**src/rtl/shift_seq_pkg.sv**
```systemverilog
// Shared types and default sizes for the multi-cycle shift sequencer.
package shift_seq_pkg;

  localparam int unsigned WIDTH_DEF   = 8;
  localparam int unsigned SHAMT_W_DEF = 3;

  typedef enum logic [1:0] {
    IDLE = 2'd0,
    RUN  = 2'd1,
    DONE = 2'd2
  } seq_state_t;

endpackage

```
**src/rtl/shift_sequencer_if.sv**
```systemverilog
// Request/response and shift-unit bundle between the sequencer and its surroundings.
interface shift_sequencer_if
  import shift_seq_pkg::*;
#(
  parameter int unsigned WIDTH   = WIDTH_DEF,
  parameter int unsigned SHAMT_W = SHAMT_W_DEF
);

  logic               Start;
  logic [WIDTH-1:0]   Operand;
  logic [SHAMT_W-1:0] Shamt;
  logic [WIDTH-1:0]   ShSource;
  logic               ShEnable;
  logic [WIDTH-1:0]   ShResult;
  logic               Busy;
  logic               Done;
  logic [WIDTH-1:0]   Result;
  logic               Carry;

  // Environment side: issues requests and returns the shift unit result
  modport master (
    output Start, Operand, Shamt, ShResult,
    input  ShSource, ShEnable, Busy, Done, Result, Carry
  );

  // Sequencer side
  modport slave (
    input  Start, Operand, Shamt, ShResult,
    output ShSource, ShEnable, Busy, Done, Result, Carry
  );

endinterface

```
**src/rtl/shift_sequencer.sv**
```systemverilog
// Drives a 1-bit shift unit for Shamt passes, turning one request into a
// multi-bit left shift with the last bit shifted out reported as Carry.
module shift_sequencer
  import shift_seq_pkg::*;
#(
  parameter int unsigned WIDTH   = WIDTH_DEF,
  parameter int unsigned SHAMT_W = SHAMT_W_DEF
) (
  input  logic               Clk,
  input  logic               Reset_n,
  shift_sequencer_if.slave   bus
);

  seq_state_t         state_q, state_d;
  logic [WIDTH-1:0]   w_q, w_d;
  logic [SHAMT_W-1:0] cnt_q, cnt_d;
  logic [WIDTH-1:0]   result_q, result_d;
  logic               carry_q, carry_d;
  logic               busy_q, busy_d;
  logic               done_q, done_d;
  logic               shen_q, shen_d;

  // State and datapath registers
  always_ff @(posedge Clk or negedge Reset_n) begin
    if (!Reset_n) begin
      state_q  <= IDLE;
      w_q      <= '0;
      cnt_q    <= '0;
      result_q <= '0;
      carry_q  <= 1'b0;
      busy_q   <= 1'b0;
      done_q   <= 1'b0;
      shen_q   <= 1'b0;
    end else begin
      state_q  <= state_d;
      w_q      <= w_d;
      cnt_q    <= cnt_d;
      result_q <= result_d;
      carry_q  <= carry_d;
      busy_q   <= busy_d;
      done_q   <= done_d;
      shen_q   <= shen_d;
    end
  end

  // Next-state and datapath update
  always_comb begin
    state_d  = state_q;
    w_d      = w_q;
    cnt_d    = cnt_q;
    result_d = result_q;
    carry_d  = carry_q;

    unique case (state_q)
      IDLE: begin
        if (bus.Start) begin
          w_d     = bus.Operand;
          cnt_d   = bus.Shamt;
          carry_d = 1'b0;
          state_d = (bus.Shamt == '0) ? DONE : RUN;
        end
      end
      RUN: begin
        w_d     = bus.ShResult;
        carry_d = w_q[WIDTH-1];
        cnt_d   = cnt_q - SHAMT_W'(1);
        if (cnt_q == SHAMT_W'(1)) begin
          state_d = DONE;
        end
      end
      DONE: begin
        state_d = IDLE;
      end
      default: begin
        state_d = IDLE;
      end
    endcase

    // Result is captured on entry to DONE so it is already valid with the pulse
    if (state_d == DONE) begin
      result_d = w_d;
    end
  end

  // Status flags registered from the upcoming state
  always_comb begin
    busy_d = (state_d != IDLE);
    done_d = (state_d == DONE);
    shen_d = (state_d == RUN);
  end

  assign bus.ShSource = w_q;
  assign bus.ShEnable = shen_q;
  assign bus.Busy     = busy_q;
  assign bus.Done     = done_q;
  assign bus.Result   = result_q;
  assign bus.Carry    = carry_q;

endmodule

```
**src/flat_wrapper.sv**
```systemverilog
// flat-port wrapper written by rule: the top's interface ports become plain ports
module shift_sequencer_flat import shift_seq_pkg::*;
#(
  parameter int unsigned WIDTH   = WIDTH_DEF,
  parameter int unsigned SHAMT_W = SHAMT_W_DEF
)
  (Clk, Reset_n, bus_Start, bus_Operand, bus_Shamt, bus_ShResult, bus_ShSource, bus_ShEnable, bus_Busy, bus_Done, bus_Result, bus_Carry);
  shift_sequencer_if #(.WIDTH(WIDTH), .SHAMT_W(SHAMT_W)) bus_i ();
  input  logic Clk;
  input  logic Reset_n;
  input wire logic [$bits(bus_i.Start)-1:0] bus_Start;
  input wire logic [$bits(bus_i.Operand)-1:0] bus_Operand;
  input wire logic [$bits(bus_i.Shamt)-1:0] bus_Shamt;
  input wire logic [$bits(bus_i.ShResult)-1:0] bus_ShResult;
  output wire logic [$bits(bus_i.ShSource)-1:0] bus_ShSource;
  output wire logic [$bits(bus_i.ShEnable)-1:0] bus_ShEnable;
  output wire logic [$bits(bus_i.Busy)-1:0] bus_Busy;
  output wire logic [$bits(bus_i.Done)-1:0] bus_Done;
  output wire logic [$bits(bus_i.Result)-1:0] bus_Result;
  output wire logic [$bits(bus_i.Carry)-1:0] bus_Carry;
  assign bus_i.Start = bus_Start;
  assign bus_i.Operand = bus_Operand;
  assign bus_i.Shamt = bus_Shamt;
  assign bus_i.ShResult = bus_ShResult;
  assign bus_ShSource = bus_i.ShSource;
  assign bus_ShEnable = bus_i.ShEnable;
  assign bus_Busy = bus_i.Busy;
  assign bus_Done = bus_i.Done;
  assign bus_Result = bus_i.Result;
  assign bus_Carry = bus_i.Carry;
  shift_sequencer #(.WIDTH(WIDTH), .SHAMT_W(SHAMT_W)) u_core (.Clk(Clk), .Reset_n(Reset_n), .bus(bus_i));
endmodule
```
**config.mk**
```make
export PLATFORM = sky130hd
export DESIGN_NAME = shift_sequencer_flat
export DESIGN_NICKNAME = d
export VERILOG_FILES = /design/src/rtl/shift_seq_pkg.sv /design/src/rtl/shift_sequencer_if.sv /design/src/rtl/shift_sequencer.sv /design/src/flat_wrapper.sv
export SDC_FILE = /design/constraint.sdc
export NUM_CORES = 1
export LEC_CHECK = 0
export CAP_MARGIN = 20
export CORE_UTILIZATION = 44
export CTS_CLUSTER_DIAMETER = 60
export DETAILED_ROUTE_END_ITERATION = 8
export PLACE_DENSITY = 0.78
export SLEW_MARGIN = 5
export SYNTH_ARGS = -nofsm -noshare
export SYNTH_HDL_FRONTEND = slang
export SYNTH_SLANG_ARGS = --single-unit
```
**constraint.sdc**
```tcl
create_clock -name Clk -period 2.1 [get_ports Clk]
set_input_delay 0.42 -clock Clk [delete_from_list [all_inputs] [get_ports Clk]]
set_output_delay 0.42 -clock Clk [all_outputs]
set_load 0.02 [all_outputs]
```
==> results.txt, run 1 <==
status: finished clean
crit path time final: 1830 ps
cell chosen for the clock root: sky130_fd_sc_hd__clkbuf_4
Row Count: 18
area taken by flip-flops and latches: 626 um^2
Die Area: 2950 um^2
number of pins exceeding their max-slew limit in the final report: 0
count of vias placed by the detailed router: 1007
Worst Path Max Fanout: 6
CTS resizes: 0
Yosys warning count: 0
Initial Util: 47.8%
Net Sw Frac: 40.1%
ordered list of cells on the worst path: inv_1 -> ha_1 -> or4bb_4 -> o21a_4 -> clkinv_4 -> mux2_4
total of hold buffers inserted after clock tree synthesis: 0
total power of the final layout: 2.47 mW
summed negative setup slack over all endpoints: 0 ps
die width: 54.4 um
cell at the slowest stage of the critical path: sky130_fd_sc_hd__or4bb_4
final hold viol count: 0
CTS tree: done
Max-cap violations: 0
Clock Sinks: 25
period utilization: 87.2%
number of buffers added by the clock tree synthesis step: 3
actual transition at the worst max-transition pin: 381 ps
Final Hold Slack: 459 ps
number of different library cells in the post-synthesis netlist: 30
crit start category: flop
total wire length: 2.93 mm
number of flip-flops and latches in the synthesized netlist: 25
critical path capture point type: flop
start of the worst register-to-register path: u_core.cnt_q[1]
worst vdd rail ir drop: 1.02 mV
setup slack after placement: 46.6 ps
maximum clock skew at final layout: 3.02 ps
buffers added on ports: 41
Critical Path Max Stage Delay: 490 ps
pin count of the biggest net entering global routing: 26
ports placed on the boundary: 42
overall die height: 54.4 um
P&R area growth vs syn: 40.8%
placeable core region: 2520 um^2
combinational fraction of design power: 56.7%
GP Congestion: 0.846
number of setup buffers added after CTS: 0
area of the multi-input gates: 503 um^2
path category of the worst min-delay check: primary input to async pin
total iterations of the first detailed-routing run: 4
static power due to leakage: 0.704 nW
clock power share: 8.3%
global-route wire length before repair: 4.57 mm
data required time at the worst endpoint: 2310 ps
average wire per standard cell: 16.1 um
antenna violations before repair: 0
Syn Nets: 130
filler cell count: 216
maximum number of buffers from clock root to sink: 2
internal power: 1.48 mW
power share of the sequential group: 35.0%
per-instance average area after synthesis: 11.4 um^2
library cell with the largest summed area after synthesis: sky130_fd_sc_hd__dfrtp_1
unrepaired setup endpoints after global routing: no
RR Endpoint: u_core.bus.Result[2]
H-tree lvl count: 1
Post-Syn Instances: 106
total global routing overflow: 0
portion of the post-synthesis area used by sequential elements: 51.9%
fraction of final layout cells sized beyond drive strength 1: 12.5%
number of failing setup endpoints in the final timing report: 0
critical path data arrival time: 2040 ps
max_slew headroom: 74.5%
final net count: 177
maximum clock frequency: 0.546 GHz
summed instance area of the synthesized netlist: 1210 um^2
total power per unit cell area: 1460 nW/um^2
portion of synthesized cell area occupied by the leading cell type: 51.9%
diode insertion count for antenna repair: 0
post-detail-place hpwl: 2.21 mm
vias in the first global route: 1019
Starting DRT DRC Count: 20
top area cells in the synthesized netlist: sky130_fd_sc_hd__dfrtp_1, sky130_fd_sc_hd__mux2_4, sky130_fd_sc_hd__nor4b_1, sky130_fd_sc_hd__inv_1, sky130_fd_sc_hd__a211oi_1
aggregate global-route resource usage: 22.1%
post-route worst setup slack: 270 ps
number of remaining DRC errors: 0
later-pin clock latency in the skew report: 310 ps
Avg Vias per Cell: 5.53
depth of the worst register-to-register path: 6
post-route antenna net violation count: 0
Clock transition at path regs: 130 ps
Crit Path Class: flop to flop
reg-to-reg slack, setup: 270 ps
reported net switching power: 992 uW
cell type report:
class	instances	area share, %
Sequential cell	25	36.8
Multi-Input combinational cell	64	29.6
Timing Repair Buffer	47	26.8
Inverter	12	2.95
Tap cell	30	2.21
Clock buffer	4	1.55
Yosys cell counts:
| cell type | n |
|---|---|
| sky130_fd_sc_hd__clkinv_4 | 1 |
| sky130_fd_sc_hd__mux2_4 | 5 |
| sky130_fd_sc_hd__a2bb2oi_1 | 1 |
| sky130_fd_sc_hd__or2_2 | 1 |
| sky130_fd_sc_hd__a31oi_1 | 2 |
| sky130_fd_sc_hd__or4bb_4 | 1 |
| sky130_fd_sc_hd__o21a_4 | 1 |
| sky130_fd_sc_hd__a211oi_1 | 5 |
| sky130_fd_sc_hd__or3b_4 | 1 |
| sky130_fd_sc_hd__dfrtp_1 | 25 |
| sky130_fd_sc_hd__a21oi_1 | 6 |
| sky130_fd_sc_hd__o211ai_1 | 3 |
| sky130_fd_sc_hd__nand3b_1 | 1 |
| sky130_fd_sc_hd__clkbuf_1 | 3 |
| sky130_fd_sc_hd__or2b_1 | 1 |
| sky130_fd_sc_hd__nand2b_1 | 2 |
| sky130_fd_sc_hd__buf_2 | 1 |
| sky130_fd_sc_hd__o32ai_1 | 4 |
| sky130_fd_sc_hd__inv_1 | 11 |
| sky130_fd_sc_hd__nand2_1 | 2 |
| sky130_fd_sc_hd__buf_6 | 1 |
| sky130_fd_sc_hd__nor2b_1 | 2 |
| sky130_fd_sc_hd__ha_1 | 2 |
| sky130_fd_sc_hd__nor3b_1 | 5 |
| sky130_fd_sc_hd__or3_1 | 1 |
| sky130_fd_sc_hd__o21ai_0 | 5 |
| sky130_fd_sc_hd__nor4b_1 | 5 |
| sky130_fd_sc_hd__nor2_1 | 3 |
| sky130_fd_sc_hd__o31ai_1 | 3 |
| sky130_fd_sc_hd__o21bai_1 | 2 |
per-layer routing:
layer / vias to the layer above / wire length (um) / track usage [%]
met5: - / 0 / 0
met4: 0 / 0 / 6.41
met3: 0 / 215 / 3.33
met2: 44 / 1470 / 39.2
met1: 488 / 1250 / 27.4
li1: 475 / - / -
stage by stage:
step	std cells	instance area, um^2	util, %
final	182	1700	67.3
after global routing	182	1700	67.3
after CTS	182	1700	67.3
after detailed placement	178	1670	66.3
after global placement	178	1670	66.3
after floorplan	106	1210	-
logic make-up (layout without fill, tap and decap cells):
kind of cell,Yosys count,count (layout),synth area share (%)
AOI/OAI and AO/OA,32,32,18.6
adders and majority gates,2,2,2.07
buffers and inverters,17,63,6.43
DFF,25,25,51.9
muxes,5,5,6.22
and+or+nand+nor,25,25,14.8
power by group through the flow:
stage	registers, mW	logic (mW)	clock network, mW
after CTS	0.866	1.41	0.214
after floorplan	1.06	0.615	0
final	0.865	1.40	0.206
after detailed placement	0.870	1.41	0
after global placement	0.861	1.37	0
after global routing	0.888	1.51	0.234
worst max-delay path: cells and delay by family, from the launching register on:
| kind | cells | cell delay [ps] |
|---|---|---|
| compound gates | 1 | 170 |
| fa+ha+maj | 1 | 180 |
| buf+inv | 2 | 180 |
| flops | 1 | 410 |
| mux | 1 | 300 |
| simple gates | 1 | 490 |
layout by cell type (no fill, tap or decap):
| cell type | netlist | layout |
|---|---|---|
| sky130_fd_sc_hd__a211oi_1 | 5 | 5 |
| sky130_fd_sc_hd__a21oi_1 | 6 | 6 |
| sky130_fd_sc_hd__a2bb2oi_1 | 1 | 1 |
| sky130_fd_sc_hd__a31oi_1 | 2 | 2 |
| sky130_fd_sc_hd__buf_4 | 0 | 6 |
| sky130_fd_sc_hd__clkbuf_1 | 3 | 1 |
| sky130_fd_sc_hd__clkbuf_4 | 0 | 3 |
| sky130_fd_sc_hd__clkdlybuf4s50_1 | 0 | 41 |
| sky130_fd_sc_hd__clkinv_4 | 1 | 1 |
| sky130_fd_sc_hd__dfrtp_1 | 25 | 25 |
| sky130_fd_sc_hd__ha_1 | 2 | 2 |
| sky130_fd_sc_hd__inv_1 | 11 | 11 |
| sky130_fd_sc_hd__mux2_4 | 5 | 5 |
| sky130_fd_sc_hd__nand2_1 | 2 | 2 |
| sky130_fd_sc_hd__nand2b_1 | 2 | 2 |
| sky130_fd_sc_hd__nand3b_1 | 1 | 1 |
| sky130_fd_sc_hd__nor2_1 | 3 | 3 |
| sky130_fd_sc_hd__nor2b_1 | 2 | 2 |
| sky130_fd_sc_hd__nor3b_1 | 5 | 5 |
| sky130_fd_sc_hd__nor4b_1 | 5 | 5 |
| sky130_fd_sc_hd__o211ai_1 | 3 | 3 |
| sky130_fd_sc_hd__o21a_4 | 1 | 1 |
| sky130_fd_sc_hd__o21ai_0 | 5 | 5 |
| sky130_fd_sc_hd__o21bai_1 | 2 | 2 |
| sky130_fd_sc_hd__o31ai_1 | 3 | 3 |
| sky130_fd_sc_hd__o32ai_1 | 4 | 4 |
| sky130_fd_sc_hd__or2_2 | 1 | 1 |
| sky130_fd_sc_hd__or2b_1 | 1 | 1 |
| sky130_fd_sc_hd__or3_1 | 1 | 1 |
| sky130_fd_sc_hd__or3b_4 | 1 | 1 |
| sky130_fd_sc_hd__or4bb_4 | 1 | 1 |
flip-flops by register name (all words and copies together) (netlist names):
name,cells
u_core.bus.Done,1
u_core.bus.ShSource,8
u_core.cnt_q,3
u_core.bus.Busy,1
u_core.state_q,2
u_core.bus.ShEnable,1
u_core.bus.Carry,1
u_core.bus.Result,8
worst max path at each step:
stage                    startpoint  slack [ps]  cells after the start                    to
detailed placement     bus_Shamt[1]          50                      5  u_core.bus.Result[2]
global placement          bus_Start          80                      5  u_core.bus.Result[2]
CTS                 u_core.cnt_q[1]         270                      6  u_core.bus.Result[2]
global route        u_core.cnt_q[1]         190                      6  u_core.bus.Result[3]
floorplan           u_core.cnt_q[1]         420                      6  u_core.bus.Result[2]
finish              u_core.cnt_q[1]         270                      6  u_core.bus.Result[2]
(Power assumes the default switching activity.)
==> run 2, diff against run 1 <==
==> constraint.sdc (replaced) <==
create_clock -name Clk -period 1.8 [get_ports Clk]
set_input_delay 0.36 -clock Clk [delete_from_list [all_inputs] [get_ports Clk]]
set_output_delay 0.36 -clock Clk [all_outputs]
set_load 0.02 [all_outputs]
==> run 2 against run 1 <==
  * Via count is 2.5% higher
  * Clock skew hardly changed
  * First-iteration DRC count is 25% lower
  * Largest cell class unchanged
  * Non-clock buffer count is 11 higher
  * Fmax is 5.1% higher
  * Critical path type unchanged
  * Critical path depth stayed put
==> results.txt, run 2 (synthesized netlist as in run 1, its figures left out) <==
leading cell types in the layout, fill and taps excluded: sky130_fd_sc_hd__clkdlybuf4s50_1, sky130_fd_sc_hd__dfrtp_1, sky130_fd_sc_hd__buf_4 (was sky130_fd_sc_hd__clkdlybuf4s50_1, sky130_fd_sc_hd__dfrtp_1, sky130_fd_sc_hd__inv_1)
setup slack after placement: -152 ps (was 46.6 ps)
post-route worst setup slack: 58.7 ps (was 270 ps)
area of the multi-input gates: 505 um^2 (was 503 um^2)
maximum number of buffers from clock root to sink: 2 (unchanged)
status: finished clean (unchanged)
post-detail-place hpwl: 2.22 mm (was 2.21 mm)
fraction of final layout cells sized beyond drive strength 1: 19.6% (was 12.5%)
critical path data arrival time: 1950 ps (was 2040 ps)
count of vias placed by the detailed router: 1032 (was 1007)
area taken by flip-flops and latches: 626 um^2 (unchanged)
met3 track utilization from global routing: 4.17% (was 3.33%)
total wire length: 2.97 mm (was 2.93 mm)
crit start category: flop (unchanged)
max_slew headroom: 73.8% (was 74.5%)
maximum clock frequency: 0.574 GHz (was 0.546 GHz)
filler cell count: 215 (was 216)
later-pin clock latency in the skew report: 310 ps (about the same)
antenna violations before repair: 0 (unchanged)
depth of the worst register-to-register path: 6 (unchanged)
worst vdd rail ir drop: 1.13 mV (was 1.02 mV)
ports placed on the boundary: 42 (unchanged)
period utilization: 96.7% (was 87.2%)
RR Endpoint: u_core.bus.Result[3] (was u_core.bus.Result[2])
most common cell after layout, fill and taps aside: sky130_fd_sc_hd__clkdlybuf4s50_1 (unchanged)
crit path time final: 1740 ps (was 1830 ps)
data required time at the worst endpoint: 2010 ps (was 2310 ps)
maximum clock skew at final layout: 3.40 ps (was 3.02 ps)
total power per unit cell area: 1700 nW/um^2 (was 1460 nW/um^2)
final net count: 188 (was 177)
GP Congestion: 0.766 (was 0.846)
post-layout util: 70.7% (was 67.3%)
path category of the worst min-delay check: primary input to async pin (unchanged)
global-route wire length before repair: 4.62 mm (was 4.57 mm)
critical path capture point type: flop (unchanged)
average wire per standard cell: 15.4 um (was 16.1 um)
Setup crit end: u_core.bus.Result[3] (was u_core.bus.Result[2])
Clock transition at path regs: 130 ps (about the same)
met1 Resource Use GR: 27.1% (was 27.4%)
pin count of the biggest net entering global routing: 26 (unchanged)
actual transition at the worst max-transition pin: 392 ps (was 381 ps)
cell chosen for the clock root: sky130_fd_sc_hd__clkbuf_4 (unchanged)
aggregate global-route resource usage: 22.4% (was 22.1%)
Crit Path Class: flop to flop (unchanged)
total global routing overflow: 0 (unchanged)
die width: 54.4 um (unchanged)
overall die height: 54.4 um (unchanged)
final hold viol count: 0 (unchanged)
Avg Vias per Cell: 5.35 (was 5.53)
static power due to leakage: 0.753 nW (was 0.704 nW)
Clock Sinks: 25 (unchanged)
placeable core region: 2520 um^2 (unchanged)
reg-to-reg slack, setup: 60 ps (was 270 ps)
Starting DRT DRC Count: 15 (was 20)
vias in the first global route: 1048 (was 1019)
number of failing setup endpoints in the final timing report: 0 (unchanged)
H-tree lvl count: 1 (unchanged)
start of the worst register-to-register path: u_core.cnt_q[1] (unchanged)
buffers added on ports: 41 (unchanged)
busiest layer in global routing: met2 (unchanged)
number of pins exceeding their max-slew limit in the final report: 0 (unchanged)
CTS tree: done (unchanged)
Initial Util: 47.8% (unchanged)
Worst Path Max Fanout: 6 (unchanged)
diode insertion count for antenna repair: 0 (unchanged)
number of remaining DRC errors: 0 (unchanged)
Max-cap violations: 0 (unchanged)
met2 usage: 39.2% (unchanged)
Die Area: 2950 um^2 (unchanged)
total iterations of the first detailed-routing run: 4 (unchanged)
P&R area growth vs syn: 47.8% (was 40.8%)
Worst Setup SP: u_core.cnt_q[1] (unchanged)
post-route antenna net violation count: 0 (unchanged)
number of buffers added by the clock tree synthesis step: 3 (unchanged)
Row Count: 18 (unchanged)
-- run 2: changes by cell type in the layout (fill, tap and decap cells not counted) --
cell                    previous run  this run
sky130_fd_sc_hd__inv_1            11        10
sky130_fd_sc_hd__buf_4             6        17
sky130_fd_sc_hd__ha_1              2         1
sky130_fd_sc_hd__inv_2             0         1
sky130_fd_sc_hd__ha_2              0         1
-- run 2: cell type report --
type,count,area share [%]
Inverter,12,2.81
Sequential cell,25,35.1
Tap cell,30,2.11
Timing Repair Buffer,58,30.2
Clock buffer,4,1.47
Multi-Input combinational cell,64,28.4
-- run 2: what timing repair did --
action | 4_1_cts | 5_1_grt
hold buffers | 0 | 0
resized for setup | 0 | 2
setup buffers | 1 | 1
setup endpoints to repair | 4 | 8
-- run 2: worst max-delay path, stage by stage, from the launching register on --
cell and delay [ps]:
sky130_fd_sc_hd__dfrtp_1 420, sky130_fd_sc_hd__inv_2 70, sky130_fd_sc_hd__ha_2 160, sky130_fd_sc_hd__or4bb_4 460, sky130_fd_sc_hd__o21a_4 150, sky130_fd_sc_hd__clkinv_4 80, sky130_fd_sc_hd__mux2_4 300
-- run 2: metrics by stage --
step	TNS, ps	std cells	power (mW)	area, um^2	hold WS (ps)
after CTS	0	192	3.04	1770	400
after detailed placement	-1250	187	2.77	1740	497
after global placement	-1050	187	2.71	1740	474
after floorplan	0	106	1.96	1210	64.4
final	0	193	3.03	1780	393
after global routing	-2.89	193	3.23	1780	416
-- run 2: worst min-delay path by stage --
stage | start | end | slack [ps] | cells past startpoint
final | Reset_n | u_core.bus.ShSource[0] | 390 | 2
after global routing | Reset_n | u_core.bus.Result[1] | 420 | 2
after CTS | Reset_n | u_core.bus.ShEnable | 400 | 2
after detailed placement | u_core.bus.Carry | u_core.bus.Carry | 500 | 2
after global placement | u_core.bus.Carry | u_core.bus.Carry | 470 | 2
after floorplan | Reset_n | u_core.bus.Busy | 60 | 0
-- run 2: where the power goes --
part / leakage, nW / internal [mW] / switching, mW
Sequential: 0.288 / 0.827 / 0.172
Combinational: 0.450 / 0.935 / 0.847
Clock: 0.0150 / 0.0865 / 0.162
-- run 2: layer usage --
layer  vias up  wire (um)
met5         -          0
met4         0         12
met3         2        172
met2        37       1420
met1       496       1360
li1        497          -
